`config.mk`:
```
export PLATFORM = sky130hd
export DESIGN_NAME = clk_period_meter
export DESIGN_NICKNAME = d
export VERILOG_FILES = /design/src/rtl/clk_period_meter.sv
export SDC_FILE = /design/constraint.sdc
export NUM_CORES = 1
export LEC_CHECK = 0
export CAP_MARGIN = 30
export CORE_MARGIN = 10
export CORE_UTILIZATION = 55
export CTS_CLUSTER_SIZE = 25
export DETAILED_ROUTE_END_ITERATION = 6
export PLACE_DENSITY = 0.76
export SYNTH_ARGS = -nofsm -noshare
export SYNTH_HDL_FRONTEND = slang
export SYNTH_SLANG_ARGS = --single-unit
```
`constraint.sdc`:
```
create_clock -name clkIn -period 5.9 [get_ports clkIn]
set_input_delay 1.18 -clock clkIn [delete_from_list [all_inputs] [get_ports clkIn]]
set_output_delay 1.18 -clock clkIn [all_outputs]
set_load 0.01 [all_outputs]
```
`src/rtl/clk_period_meter.sv`:
```
// clk_period_meter
// Receive side of the divided-clock path. Measures a slow, asynchronous
// clock-like input in clkIn cycles: full period (rise to rise) and high
// time (rise to fall). Reports lock when consecutive periods agree within
// TOL cycles, and flags a stall when rising edges stop arriving.

module clk_period_meter #(
    parameter int CNT_W       = 26,        // counter and measurement width
    parameter int TIMEOUT     = 60000000,  // cycles without a rise before stall; < 2**CNT_W
    parameter int TOL         = 1,         // max |period delta| that still counts as a match
    parameter int SYNC_STAGES = 2          // synchronizer depth on sigIn, minimum 2
) (
    input  logic             clkIn,
    input  logic             rstN,
    input  logic             sigIn,
    input  logic             clr,
    output logic [CNT_W-1:0] periodOut,
    output logic [CNT_W-1:0] highOut,
    output logic             valid,
    output logic             locked,
    output logic             stalled
);

    typedef enum logic [1:0] {
        IDLE  = 2'd0,   // waiting for the first rise after reset, clr or stall
        MEAS  = 2'd1,   // at least one rise seen, measuring periods
        STALL = 2'd2    // no rise for TIMEOUT cycles
    } stateT;

    localparam logic [CNT_W-1:0] TIMEOUT_CNT = CNT_W'(TIMEOUT);
    localparam logic [CNT_W-1:0] CNT_MAX     = {CNT_W{1'b1}};
    localparam logic [CNT_W:0]   TOL_EXT     = (CNT_W+1)'(TOL);

    // Synchronizer chain and edge history
    logic [SYNC_STAGES-1:0] syncQ;
    logic                   sigPrev;
    logic                   sigSync;
    logic                   rise;
    logic                   fall;

    // Cycle counter and period history
    logic [CNT_W-1:0]       cnt;
    logic [CNT_W-1:0]       prevPeriod;
    logic                   havePrev;

    // Tolerance compare, one bit wider than the counter so it cannot wrap
    logic [CNT_W:0]         cntExt;
    logic [CNT_W:0]         prevExt;
    logic [CNT_W:0]         diffAbs;
    logic                   periodMatch;
    logic                   timeoutHit;

    // Control
    stateT                  state;
    logic                   validPend;

    // Bring sigIn into the clkIn domain through SYNC_STAGES flops.
    always_ff @(posedge clkIn or negedge rstN) begin
        if (!rstN) begin
            syncQ <= '0;
        end else begin
            // NOTE: non-blocking assignments make every stage sample the
            // previous stage's old value, which is what builds the chain.
            syncQ <= {syncQ[SYNC_STAGES-2:0], sigIn};
        end
    end

    // Keep the synchronized level from one cycle earlier for edge detection.
    // The edge history keeps tracking through clr so that a level which is
    // already high when clr drops is not mistaken for a fresh rise.
    always_ff @(posedge clkIn or negedge rstN) begin
        if (!rstN) begin
            sigPrev <= 1'b0;
        end else begin
            sigPrev <= sigSync;
        end
    end

    assign sigSync = syncQ[SYNC_STAGES-1];
    assign rise    = sigSync & ~sigPrev;
    assign fall    = ~sigSync & sigPrev;

    // Free-running cycle counter: restarts at 1 on each rise, so at the next
    // rise it holds the distance between the two rises. Saturates so a dead
    // input never wraps around into a plausible-looking period.
    always_ff @(posedge clkIn or negedge rstN) begin
        if (!rstN) begin
            cnt <= '0;
        end else if (clr) begin
            cnt <= '0;
        end else if (rise) begin
            cnt <= {{(CNT_W-1){1'b0}}, 1'b1};
        end else if (cnt != CNT_MAX) begin
            cnt <= cnt + 1'b1;
        end
    end

    // Absolute difference between the period just completed and the last one.
    always_comb begin
        // NOTE: every variable gets a value before any branch, so no path
        // through the block leaves one holding its old value (no latch).
        cntExt  = {1'b0, cnt};
        prevExt = {1'b0, prevPeriod};
        diffAbs = '0;
        if (cntExt >= prevExt) begin
            diffAbs = cntExt - prevExt;
        end else begin
            diffAbs = prevExt - cntExt;
        end
    end

    assign periodMatch = havePrev && (diffAbs <= TOL_EXT);

    // A rise in the same cycle wins over the timeout.
    assign timeoutHit  = (cnt == TIMEOUT_CNT) && !rise;

    // Measurement FSM with registered outputs. Priority: clr > rise > timeout.
    always_ff @(posedge clkIn or negedge rstN) begin
        if (!rstN) begin
            state      <= IDLE;
            periodOut  <= '0;
            highOut    <= '0;
            validPend  <= 1'b0;
            valid      <= 1'b0;
            locked     <= 1'b0;
            stalled    <= 1'b0;
            prevPeriod <= '0;
            havePrev   <= 1'b0;
        end else if (clr) begin
            // A rise coinciding with clr is deliberately dropped.
            state      <= IDLE;
            periodOut  <= '0;
            highOut    <= '0;
            validPend  <= 1'b0;
            valid      <= 1'b0;
            locked     <= 1'b0;
            stalled    <= 1'b0;
            prevPeriod <= '0;
            havePrev   <= 1'b0;
        end else begin
            // valid trails the periodOut update by one cycle; periodOut holds,
            // so it is already stable while valid is high.
            valid     <= validPend;
            validPend <= 1'b0;

            case (state)
                IDLE: begin
                    // The first rise only opens a period; nothing to report yet.
                    if (rise) begin
                        state <= MEAS;
                    end else if (timeoutHit) begin
                        state      <= STALL;
                        stalled    <= 1'b1;
                        periodOut  <= '0;
                        highOut    <= '0;
                        locked     <= 1'b0;
                        prevPeriod <= '0;
                        havePrev   <= 1'b0;
                    end
                end

                MEAS: begin
                    if (rise) begin
                        periodOut  <= cnt;
                        validPend  <= 1'b1;
                        locked     <= periodMatch;
                        prevPeriod <= cnt;
                        havePrev   <= 1'b1;
                    end else begin
                        // MEAS is only ever entered on a rise, so any fall seen
                        // here closes a high phase that started inside MEAS.
                        if (fall) begin
                            highOut <= cnt;
                        end
                        if (timeoutHit) begin
                            state      <= STALL;
                            stalled    <= 1'b1;
                            periodOut  <= '0;
                            highOut    <= '0;
                            locked     <= 1'b0;
                            prevPeriod <= '0;
                            havePrev   <= 1'b0;
                            validPend  <= 1'b0;
                            valid      <= 1'b0;
                        end
                    end
                end

                STALL: begin
                    // Recovery rise restarts the period but reports nothing;
                    // the first period after a stall needs a second rise.
                    if (rise) begin
                        state   <= MEAS;
                        stalled <= 1'b0;
                    end
                end

                default: begin
                    state <= IDLE;
                end
            endcase
        end
    end

endmodule

```
==> results.toml <==
[worst_setup_path]
cp.required_ps = 6210
cp-end-kind = "flip-flop"
rrSetupSlack_ps = 1320
r2r_cells = 12
path_cells = "inv_1 > ha_1 > a21oi_1 > o21ai_0 > a221o_1 > o31a_2 > nor2_2 > mux2_4 > or3_1 > a2111oi_2 > nand4_1 > o41ai_2"
critical_path_class = "flip-flop to flip-flop"
arrival_ps = 4890
r2r_end = "locked"
start_kind = "flip-flop"
cp_max_fo = 12
regToRegStartpoint = "cnt[12]"
cp_slowest_cell = "dfrtp_1"
max_stage_delay_ps = 530

[hold_path]
worstHoldPathCells = 0
hold_end = "syncQ[1]"
hold_path.startpoint = "syncQ[0]"
hp-class = "flip-flop to flip-flop"

[sta]
rsz0062_at_grt = "false"
hold_violations = 0
finalCriticalPeriod_ps = 4580
timing.slew.headroom = 0.383
max_freq_ghz = 0.218
tightestPinTransition_ps = 902
setup_ws_ps = 1320
drv_slew = 0
clock_skew_ps = 12.1
setup_tns_ps = 0
fin_crit_sh = 0.777
setup_viol = 0

[finish]
nets = 983
area_growth_pct = 15.5
drive_above_1_share = 0.0652
n_antenna_cell = 0
fillers = 1151

[floorplan]
io_pins = 59
coreArea_sq_um = 13900
initial_utilization = 0.562
dieHeight_microns = 139
row_count = 43
die_width_microns = 139
dieArea_sq_um = 19300

[synthesis]
synthTopCellsByCount = "114 x dfrtp_1, 97 x nand2_1, 63 x nor2_1"
ys_types = 70
synth.top_cell.area_share = 0.366
async_flop_share = 1.00
netlist_area_sq_um = 7800
syn-num-nets = 949
ys_ff_latch = 114
synthTopCellsByArea = "dfrtp_1 37%, ha_1 8.7%, a22o_1 5.8%"
ys.flop_type = "dfrtp_1"
yosysTopAreaCell = "dfrtp_1"
synth.avg_cell_area_sq_um = 8.77
synth_edf_count = 0
netlist_instances = 889
ys_warn_count = 0
seq_area_frac_synth = 0.366
yosysMostFrequentCell = "dfrtp_1"

[placed_design]
place_ws_ps = 1480
gp_congestion = 1.00
io_buffers = 58
dp_hpwl_microns = 17900

[drt]
route.vias.total = 7200
dr.pass1.iters = 7
drt-total-wl_microns = 24400
vias_per_cell = 6.46
wl_per_cell_microns = 21.9
drc = 0
drtIter0Drc = 793
ant_nets = 0

[clock_network]
cts_made_buffers = 17
cts_tree = "yes"
cts_buffer_depth = 2
htreeDepth = 4
cts_resized = 0
root_buffer = "clkbuf_16"
clk_pin_slew_ps = 50
ctsHoldBuffers = 0
cts_setup_buffers = 0
cts_sinks = 114
insertion_delay_ps = 420

[outcome]
status = "finished clean"

[job]
max-cap-violations = 0

[grt]
grt_max_degree = 73
grt_antenna_before_repair = 0
grt_remaining_overflow = 0
track_usage = 0.246
first_global_vias = 6973
grt_pass1_wl_microns = 38800

[power]
power_leakage_nw = 4.05
power_density_nw_per_um2 = 224
power_mw = 2.02
vdd_drop_max_mv = 0.182
## per-stage QoR
step / area (sq um) / hold WS [ps] / std cells / util
2_1_floorplan: 7800 / 331 / 889 / -
3_3_place_gp: 8420 / 334 / 1083 / 0.606
3_5_place_dp: 8420 / 346 / 1083 / 0.606
4_1_cts: 9000 / 359 / 1114 / 0.648
5_1_grt: 9010 / 358 / 1115 / 0.649
6_report: 9010 / 362 / 1115 / 0.649
## cell usage in the layout, fill, tap and decap left out, types with 3 or more instances in the layout
master	instances
o21a_1	5
and3_1	9
nor3_2	3
mux2i_1	4
a2111oi_0	4
a21oi_2	3
a21oi_1	58
nand2b_1	10
nor2b_1	6
inv_1	62
clkinv_2	4
xnor2_1	31
o21bai_1	7
or4_1	3
clkbuf_16	17
nand4_1	22
a211oi_1	13
clkbuf_8	3
a31oi_1	7
nand2_1	97
o211ai_1	10
xor2_1	15
buf_4	9
or3_1	10
a221oi_1	5
a21o_1	22
a22o_1	52
nand3_1	11
nor2_1	61
nor4_1	10
nor3_1	16
and4_1	3
and2_1	4
o21ai_0	58
ha_1	54
dfrtp_1	114
clkdlybuf4s50_1	57
o221ai_1	3
## sequential cells by signal, indices dropped and copies added, names as in the netlist, 2 cells and up
register    flops
state           2
periodOut      26
syncQ           2
prevPeriod     26
highOut        26
cnt            26
## where the power goes
part | internal [mW] | leakage (nW) | total (mW) | switching (mW)
clock | 0.651 | 0.286 | 1.01 | 0.363
combinational | 0.0728 | 2.18 | 0.211 | 0.138
sequential | 0.787 | 1.58 | 0.794 | 0.00705
## layout make-up
| cell class | count | area (sq um) | share of cell area |
|---|---|---|---|
| multi-input combinational | 661 | 4470 | 0.496 |
| clock buffer | 22 | 474 | 0.0526 |
| sequential | 114 | 2850 | 0.317 |
| tap | 180 | 225 | 0.0250 |
| timing repair buffer | 67 | 653 | 0.0725 |
| inverter | 62 | 233 | 0.0258 |
| clock inverter | 9 | 105 | 0.0117 |
## cells by family after synthesis
logic type      share of synthesized area
flops                               0.366
simple gates                        0.174
xor+xnor                           0.0517
buf+inv                            0.0639
mux                               0.00706
compound gates                      0.246
fa+ha+maj                          0.0918
## metal layers
layer | part of all wire | up-vias | GRT usage
met1 | 0.45 | 3500 | 0.334
met3 | 0.080 | 62 | 0.0623
met4 | 0.031 | 0 | 0.0967
met5 | 0 | - | 0
li1 | - | 3258 | -
met2 | 0.44 | 380 | 0.364
## worst max-delay path by stage
stage	start	end	slack, ps	cells past startpoint
finish	cnt[12]	locked	1320	12
global route	cnt[12]	locked	1130	12
CTS	cnt[12]	locked	1430	12
detailed placement	cnt[18]	locked	1480	12
global placement	cnt[12]	locked	1490	12
floorplan	cnt[12]	locked	2250	14
## critical path, delay by kind of cell (launching register included)
kind | cells | cell delay, ps
AND/OR/NAND/NOR | 3 | 990
flip-flops | 1 | 530
buffers and inverters | 1 | 130
adder cells (fa/ha/maj) | 1 | 470
AO/OA/AOI/OAI | 6 | 2000
multiplexers | 1 | 350
Power figures use the tool's default switching activity.
